===== src/rtl/binary_morph_nxn.sv =====
// Binary erode/dilate over a KSIZE x KSIZE trailing window, with run-time mode
// latched per frame, 2-clock latency and a per-frame geometry error flag.
module binary_morph_nxn #(
    parameter int IMG_HDISP = 640,
    parameter int IMG_VDISP = 480,
    parameter int KSIZE     = 3
) (
    input  logic       clk,
    input  logic       rst_n,
    input  logic [1:0] mode,
    input  logic       per_frame_vsync,
    input  logic       per_frame_href,
    input  logic       per_frame_clken,
    input  logic       per_img_Bit,
    output logic       post_frame_vsync,
    output logic       post_frame_href,
    output logic       post_frame_clken,
    output logic       post_img_Bit,
    output logic       frame_err
);
    localparam int COL_W  = $clog2(IMG_HDISP + 1);
    localparam int ROW_W  = $clog2(IMG_VDISP + 2);
    localparam int ADDR_W = $clog2(IMG_HDISP);
    localparam logic [COL_W-1:0]  COL_END   = COL_W'(IMG_HDISP);
    localparam logic [ROW_W-1:0]  ROW_END   = ROW_W'(IMG_VDISP);
    localparam logic [ROW_W-1:0]  ROW_SAT   = ROW_W'(IMG_VDISP + 1);
    localparam logic [ADDR_W-1:0] ADDR_LAST = ADDR_W'(IMG_HDISP - 1);
    localparam logic [1:0] MODE_BYPASS = 2'b00;
    localparam logic [1:0] MODE_ERODE  = 2'b01;
    localparam logic [1:0] MODE_DILATE = 2'b10;

    logic              r_vsync_d, r_href_d, r_vs_low_seen, r_armed;
    logic [COL_W-1:0]  r_col;
    logic              r_line_over;
    logic [ROW_W-1:0]  r_row;
    logic [1:0]        r_mode;
    logic              r_err_acc, r_frame_err;
    logic [IMG_HDISP-1:0] r_lbuf [KSIZE-1];
    logic [KSIZE-1:0]  r_win [KSIZE];
    logic [KSIZE-1:0]  r_rmask, r_cmask;
    logic              r_vs_s1, r_hs_s1, r_ck_s1, r_pix_s1;
    logic              r_post_vs, r_post_hs, r_post_ck, r_post_bit;

    logic              w_pix_en, w_vs_rise, w_vs_fall, w_hs_fall, w_line_bad;
    logic              w_row_inc, w_wr_en;
    logic [ROW_W-1:0]  w_row_eff, w_row_next;
    logic [ADDR_W-1:0] w_rd_addr;
    logic [KSIZE-1:0]  w_col_in, w_rmask, w_cmask;
    logic              w_and, w_or, w_result;

    // A rising edge only counts once vsync has been seen low, so a reset released
    // mid-frame does not mistake the ongoing frame for a new one.
    assign w_pix_en   = per_frame_clken & per_frame_href;
    assign w_vs_rise  = per_frame_vsync & ~r_vsync_d & r_vs_low_seen;
    assign w_vs_fall  = ~per_frame_vsync & r_vsync_d;
    assign w_hs_fall  = ~per_frame_href & r_href_d;
    assign w_line_bad = (r_col != COL_END) | r_line_over;
    assign w_row_inc  = r_armed & w_hs_fall & (r_row != ROW_SAT);
    assign w_row_next = w_row_inc ? r_row + 1'b1 : r_row;
    assign w_row_eff  = w_vs_rise ? '0 : r_row;
    assign w_rd_addr  = (r_col == COL_END) ? ADDR_LAST : r_col[ADDR_W-1:0];
    assign w_wr_en    = w_pix_en & (r_col != COL_END);

    always_ff @(posedge clk or negedge rst_n) begin
        if (!rst_n) begin
            r_vsync_d     <= 1'b0;
            r_href_d      <= 1'b0;
            r_vs_low_seen <= 1'b0;
            r_armed       <= 1'b0;
            r_col         <= '0;
            r_line_over   <= 1'b0;
            r_row         <= '0;
            r_mode        <= MODE_BYPASS;
            r_err_acc     <= 1'b0;
            r_frame_err   <= 1'b0;
        end else begin
            r_vsync_d <= per_frame_vsync;
            r_href_d  <= per_frame_href;
            if (!per_frame_vsync) r_vs_low_seen <= 1'b1;
            if (w_hs_fall) begin
                r_col       <= '0;
                r_line_over <= 1'b0;
            end else if (w_pix_en) begin
                if (r_col != COL_END) r_col <= r_col + 1'b1;
                else                  r_line_over <= 1'b1;
            end
            if (w_vs_rise) begin
                r_row   <= '0;
                r_armed <= 1'b1;
                r_mode  <= mode;
            end else if (w_row_inc) begin
                r_row <= r_row + 1'b1;
            end
            // The closing line's check folds into the frame verdict on the same edge.
            if (w_vs_fall) begin
                r_frame_err <= r_err_acc | (w_hs_fall & w_line_bad) | (w_row_next != ROW_END);
                r_err_acc   <= 1'b0;
            end else if (w_hs_fall & w_line_bad) begin
                r_err_acc <= 1'b1;
            end
        end
    end

    always_comb begin
        w_col_in    = '0;
        w_col_in[0] = per_img_Bit;
        for (int k = 1; k < KSIZE; k++) w_col_in[k] = r_lbuf[k-1][w_rd_addr];
        w_rmask = '0;
        w_cmask = '0;
        for (int i = 0; i < KSIZE; i++) begin
            w_rmask[i] = (w_row_eff >= ROW_W'(i));
            w_cmask[i] = (r_col >= COL_W'(i));
        end
    end

    always_ff @(posedge clk) begin
        if (w_wr_en) begin
            for (int k = 0; k < KSIZE - 1; k++) r_lbuf[k][w_rd_addr] <= w_col_in[k];
        end
    end

    always_ff @(posedge clk or negedge rst_n) begin
        if (!rst_n) begin
            for (int dy = 0; dy < KSIZE; dy++) r_win[dy] <= '0;
            r_rmask  <= '0;
            r_cmask  <= '0;
            r_vs_s1  <= 1'b0;
            r_hs_s1  <= 1'b0;
            r_ck_s1  <= 1'b0;
            r_pix_s1 <= 1'b0;
        end else begin
            r_vs_s1  <= per_frame_vsync;
            r_hs_s1  <= per_frame_href;
            r_ck_s1  <= per_frame_clken;
            r_pix_s1 <= w_pix_en;
            if (w_pix_en) begin
                for (int dy = 0; dy < KSIZE; dy++)
                    r_win[dy] <= {r_win[dy][KSIZE-2:0], w_col_in[dy]};
                r_rmask <= w_rmask;
                r_cmask <= w_cmask;
            end
        end
    end

    // Taps outside the image become the neutral element of the reduction.
    always_comb begin
        w_and = 1'b1;
        w_or  = 1'b0;
        for (int dy = 0; dy < KSIZE; dy++) begin
            for (int dx = 0; dx < KSIZE; dx++) begin
                w_and = w_and & (r_win[dy][dx] | ~(r_rmask[dy] & r_cmask[dx]));
                w_or  = w_or | (r_win[dy][dx] & r_rmask[dy] & r_cmask[dx]);
            end
        end
        w_result = r_win[0][0];
        case (r_mode)
            MODE_ERODE:  w_result = w_and;
            MODE_DILATE: w_result = w_or;
            default:     w_result = r_win[0][0];
        endcase
    end

    always_ff @(posedge clk or negedge rst_n) begin
        if (!rst_n) begin
            r_post_vs  <= 1'b0;
            r_post_hs  <= 1'b0;
            r_post_ck  <= 1'b0;
            r_post_bit <= 1'b0;
        end else begin
            r_post_vs <= r_vs_s1;
            r_post_hs <= r_hs_s1;
            r_post_ck <= r_ck_s1;
            if (r_pix_s1) r_post_bit <= w_result;
        end
    end

    assign post_frame_vsync = r_post_vs;
    assign post_frame_href  = r_post_hs;
    assign post_frame_clken = r_post_ck;
    assign post_img_Bit     = r_post_bit;
    assign frame_err        = r_frame_err;
endmodule


===== config.mk =====
export PLATFORM = sky130hd
export DESIGN_NAME = binary_morph_nxn
export DESIGN_NICKNAME = d
export VERILOG_FILES = /design/src/rtl/binary_morph_nxn.sv
export SDC_FILE = /design/constraint.sdc
export NUM_CORES = 2
export LEC_CHECK = 0
export ABC_AREA = 1
export CELL_PAD_IN_SITES_DETAIL_PLACEMENT = 1
export CELL_PAD_IN_SITES_GLOBAL_PLACEMENT = 2
export CORE_MARGIN = 1
export CORE_UTILIZATION = 43
export CTS_CLUSTER_SIZE = 14
export DETAILED_ROUTE_END_ITERATION = 12
export PLACE_DENSITY_LB_ADDON = 0.1
export SLEW_MARGIN = 40
export SYNTH_ARGS = -nofsm -noshare
export SYNTH_HDL_FRONTEND = slang
export SYNTH_SLANG_ARGS = --single-unit

===== constraint.sdc =====
create_clock -name clk -period 16.3 [get_ports clk]
set_input_delay 3.26 -clock clk [delete_from_list [all_inputs] [get_ports clk]]
set_output_delay 3.26 -clock clk [all_outputs]
set_load 0.01 [all_outputs]

Word level (Yosys, flattened, before mapping)
Memory sizes are Yosys's and may differ from the RTL's. Cells that the tools add are included.

Multiplexer cells: 21. Equality and inequality tests: 7. Order comparisons: 8. Bitwise logic cells: 76. Add/sub/neg operators: 2. Reduce and logical (&&, ||, !) cells: 6.

Operators with widths (count): $mux W640 (1); $and A1 B1 Y1 (44); $mux W10 (4); $ge A10 B1 Y1 const B (3); $mux W9 (3); $bmux W1 S10 (2); $or A1 B1 Y1 (20); $ge A9 B1 Y1 const B (2); $ne A9 B9 Y1 const B (2); $not A1 Y1 (12); $lt A10 B11 Y1 const B (1); $add A10 B1 Y10 const B (1); $demux W1 S10 (1); $eq A10 B10 Y1 const B (1); $ge A10 B2 Y1 const B (1); $ne A10 B10 Y1 const B (1); $add A9 B1 Y9 const B (1); $ge A9 B2 Y1 const B (1); $mux W1 (9); $reduce_bool A2 Y1 (3); $reduce_and A2 Y1 (2); $eq A2 B1 Y1 const B (1); $eq A2 B2 Y1 const B (1); $ne A2 B2 Y1 const B (1); other kinds (2) (2).

Register bits after elaboration: 49. Word-level logic and storage cells: 142. Bits in writable memories: 1280. Output and inout bits: 5. Memories kept: 1.

Memories: r_lbuf (depth 2, bits a word 640, rd ports 2, clocked after Yosys merged registers in 0, write ports 2, line 38) `logic [IMG_HDISP-1:0] r_lbuf [KSIZE-1];`.

Depth between registers and ports, before layout
Word-level depth: 12. Depth in mapped cells: 30.

Worst setup path before layout
No wires, ideal clock.

Path type: reg-to-reg. Start: reg r_col[0]. End: mem r_lbuf[1][360], in the netlist r_lbuf[0][1000], data pin. Path buffers: 7. Cell stages (with the launch flop): 24. Path slack: 3.924 ns. Arrival: 10.609 ns. Library setup time: 1.767 ns. Cell sequence: dfrtp_1 > buf_2 > inv_2 > clkbuf_1 > clkbuf_1 > buf_2 > ha_1 > nand2_1 > nor2_2 > nand2_4 > nand2_1 > buf_4 > buf_2 > buf_2 > nand2_1 > nand3_1 > nand3_1 > nand3_1 > nand3_1 > nand2_1 > nand3_1 > nor2_1 > nor2_1 > nand2_1.

RTL lines: from (decl) (line 33) `logic [COL_W-1:0] r_col;`; from (signal assigned) (line 84) `if (r_col != COL_END) r_col <= r_col + 1'b1;`; to (decl) (line 38).

==> impl_summary.log <==
[metrics] outcome: completed
[metrics] proportion of register bits with asynchronous set or reset after synthesis: 0.0361
[metrics] count of mapped cells out of synthesis: 5,566
[metrics] number of distinct library cells after synthesis: 43
[metrics] DRC violations left: 0
[metrics] count of final setup violators: 0
[metrics] Fmax: 0.123 GHz
[metrics] Vias per Instance: 5.56
[metrics] PostCTS Resize Cnt: 0
[metrics] synthesized area per cell: 10.5 µm²
[metrics] number of synthesized flops with an enable pin: 1,280
[metrics] net count after synthesis: 5,582
[metrics] data required time at the worst endpoint: 16,880 ps
[metrics] share of total power consumed by net switching: 0.275
[metrics] final global-route overflow total: 0
[metrics] Worst-Margin Slew: 894 ps
[metrics] Syn-to-layout area delta: 10.9%
[metrics] Hold-fix buffers, CTS: 0
[metrics] overall via count from detail_route: 40,700
[metrics] share of the yosys chip area belonging to registers: 0.680
[metrics] minimum clock period after layout: 8110 ps
[metrics] standby leakage power: 0.0228 µW
[metrics] total global routing track utilization: 0.275
[metrics] count of nets after finishing: 5,441
[metrics] count of port buffers added during placement: 12
[metrics] core box area: 0.134 mm²
[metrics] number of buffers inserted during clock tree synthesis: 150
[metrics] CTS tree: built
[metrics] clock root buffer: clkbuf_16
[metrics] GPL Wtd Cong: 0.824
[metrics] x dimension of the die: 370 µm
[metrics] antenna viol nets, final: 0
[metrics] setup clock skew after layout: 23.6 ps
[metrics] postcts setup bufs: 0
[metrics] setup repair after global routing missed its margin: no
[metrics] kind of critical path: flip-flop to flip-flop
[metrics] yosys synthesis warning count: 0
[metrics] number of slew-limit violations in the final report: 0
[metrics] number of DRC markers after the initial detailed-route iteration: 3,322
[metrics] internal cell power: 6050 µW
[metrics] biggest area contributors in the synthesized netlist: edfxtp_1, nor2_1, nand2_1, nand3_1, inv_1
[metrics] Final Hold Vio Count: 0
[metrics] Clock Path Buffers: 3
[metrics] type of the most critical hold path: flip-flop to flip-flop
[metrics] clk slew on worst S/H paths: 60 ps
[metrics] Slew Limit Headroom: 0.404
[metrics] Yosys top cell by area: edfxtp_1
[metrics] Critical Path Fanout Max: 115
[metrics] final WL: 188 mm
[metrics] number of H-tree levels: 4
[metrics] I/O pin total: 13
[metrics] clock sinks: 1,328
[metrics] data arrival time of the critical path: 8690 ps
[metrics] Placement Rows: 134
[metrics] worst vdd ir: 0.111 mV
[metrics] initial antenna violation count: 5
[metrics] Clock power frac: 0.385
[metrics] Post-Synthesis Cell Area: 0.0582 mm²
[metrics] share of layout cells above drive strength 1: 0.0733
[metrics] kind of start point of the critical path: flip-flop
[metrics] # Max-Cap Violations: 0
[metrics] proportion of netlist area held by the largest area contributor: 0.660
[metrics] Die Span Y: 370 µm
[metrics] Logic pwr share: 0.142
[metrics] HPWL after DPL: 104 mm
[metrics] main flop type after synthesis: edfxtp_1
[metrics] final-layout setup total negative slack: 0 ps
[metrics] global-route wire length before repair: 276 mm
[metrics] sequential cell fraction of total power: 0.473
[metrics] overall power after layout: 8340 µW
[metrics] Die Footprint: 0.137 mm²
[metrics] vias in the first global route: 41,900
[metrics] number of detailed-routing iterations run before antenna repair: 8
[metrics] register bit count reported by yosys: 1,328
[metrics] largest net degree at the start of global routing: 174
[metrics] starting density of the core: 0.435
[metrics] net switching power: 2290 µW
[metrics] kind of end point of the critical path: flip-flop
[metrics] source-to-sink clock delay at the later pin of the worst-skew pair: 780 ps
[metrics] post-DR wirelength/cell: 25.7 µm
[metrics] power density cells: 129 mW/mm²
[metrics] ratio of final minimum period to clock period: 0.497
[stage by stage]
stage / util / setup WS, ps / area (µm²) / std cells / hold WS [ps]
final: 0.482 / 8190 / 64600 / 7311 / 339
after global routing: 0.482 / 7670 / 64600 / 7309 / 359
after CTS: 0.482 / 7960 / 64500 / 7306 / 343
after detailed placement: 0.448 / 7990 / 60000 / 7038 / 338
after global placement: 0.446 / 7460 / 59800 / 7035 / 337
after floorplan: - / 3920 / 58200 / 5566 / 331
[state kept, by name, indices dropped and copies added (netlist names), 2 cells and up]
name / count
r_col: 10
r_cmask: 2
r_mode: 2
r_lbuf: 1280
r_rmask: 3
r_row: 9
r_win: 9
[cell usage after synthesis, types with 7 or more instances]
master and instances:
o2111ai_1 46, o21ai_1 64, a21oi_1 85, buf_4 25, clkbuf_1 217, edfxtp_1 1280
nand4_1 15, nor3_1 18, inv_1 336, o21ai_0 159, nand3b_1 103, buf_2 122
o22ai_1 21, or2_2 45, ha_1 8, nand3_1 662, o211ai_1 31, nand2_1 1089
nor2_2 7, nor2_1 1095, dfrtp_1 48, buf_1 37
[cell type report]
class	instances	area (µm²)
fill	14400	69300
sequential	1328	39600
multi-input combinational	3487	15800
clock buffer	201	4070
tap	1768	2210
inverter	346	1310
timing repair buffer	112	1090
clock inverter	67	508
antenna	2	5.00
[logic make-up (layout without fill, tap and decap cells)]
family / Yosys count / count (layout) / share of synthesized area
and+or+nand+nor: 3050 / 3050 / 0.222
DFF: 1328 / 1328 / 0.680
buffers and inverters: 751 / 726 / 0.0531
AOI/OAI and AO/OA: 421 / 421 / 0.0416
adders and majority gates: 8 / 8 / 0.00172
xor gates and xnor gates: 8 / 8 / 0.00120
other: 0 / 2 / 0
[per-layer routing]
layer  track usage  up-vias  wire length [µm]
li1              -    18600                 -
met1         0.370    20700             82000
met2         0.450     1035             88800
met3        0.0485      306             10700
met4        0.0949        2              6310
met5             0        -                 7
[cell usage in the layout (no fill, tap or decap), types with 7 or more instances in the layout]
master           count
inv_1              336
clkdlybuf4s50_1     10
nor3_1              16
nand2_4             14
nand3_1            662
buf_12              10
dfrtp_1             47
nand2_1           1055
nand4_1             15
nand3b_1           103
o21ai_1             64
clkbuf_16          155
nor2_2               7
edfxtp_1          1280
a21oi_1             85
o21ai_0            159
inv_6               10
o2111ai_1           46
clkbuf_1            44
ha_1                 8
clkinv_1            31
nand2_2             19
o211ai_1            31
nor2_1            1090
clkinv_2            20
buf_4               81
or2_2               45
o22ai_1             21
[final timing paths]
path / startpoint / to / slack (ps) / cells after the start
hold / removal: r_ck_s1 / post_frame_clken / 340 / 0
hold reg to reg: r_ck_s1 / post_frame_clken / 340 / 0
setup reg to reg: r_col[0] / r_lbuf[0][759] / 8190 / 24
setup / recovery: r_col[0] / r_lbuf[0][759] / 8190 / 24
min in group asynchronous: rst_n / post_img_Bit / 2510 / 1
max in group asynchronous: rst_n / r_col[0] / 12950 / 2
[power groups by stage]
stage	registers [µW]	logic [µW]	clock network, µW
final	3950	1180	3210
after global routing	3950	1290	3390
after CTS	3950	1180	3270
after detailed placement	4020	1180	0
after global placement	4020	1150	0
after floorplan	4160	711	0
[critical path, cell delays in order (launching register included)]
cell and delay (ps):
dfrtp_4 730, inv_6 460, ha_1 260, nand2_1 70, nor2_2 260, nand2_8 360
buf_4 480, nand2_4 550, buf_12 540, buf_4 720, nand2_1 110, nand2_1 100
nand2_1 50, nand3_1 90, nand3_1 90, nand2_1 150, nor2_1 90, nor2_1 90
nor2_1 60, nand3_1 140, nand3_1 250, nand2_8 530, buf_6 650, buf_4 520
buf_12 270
No activity file was read; power rests on OpenSTA's default activity.
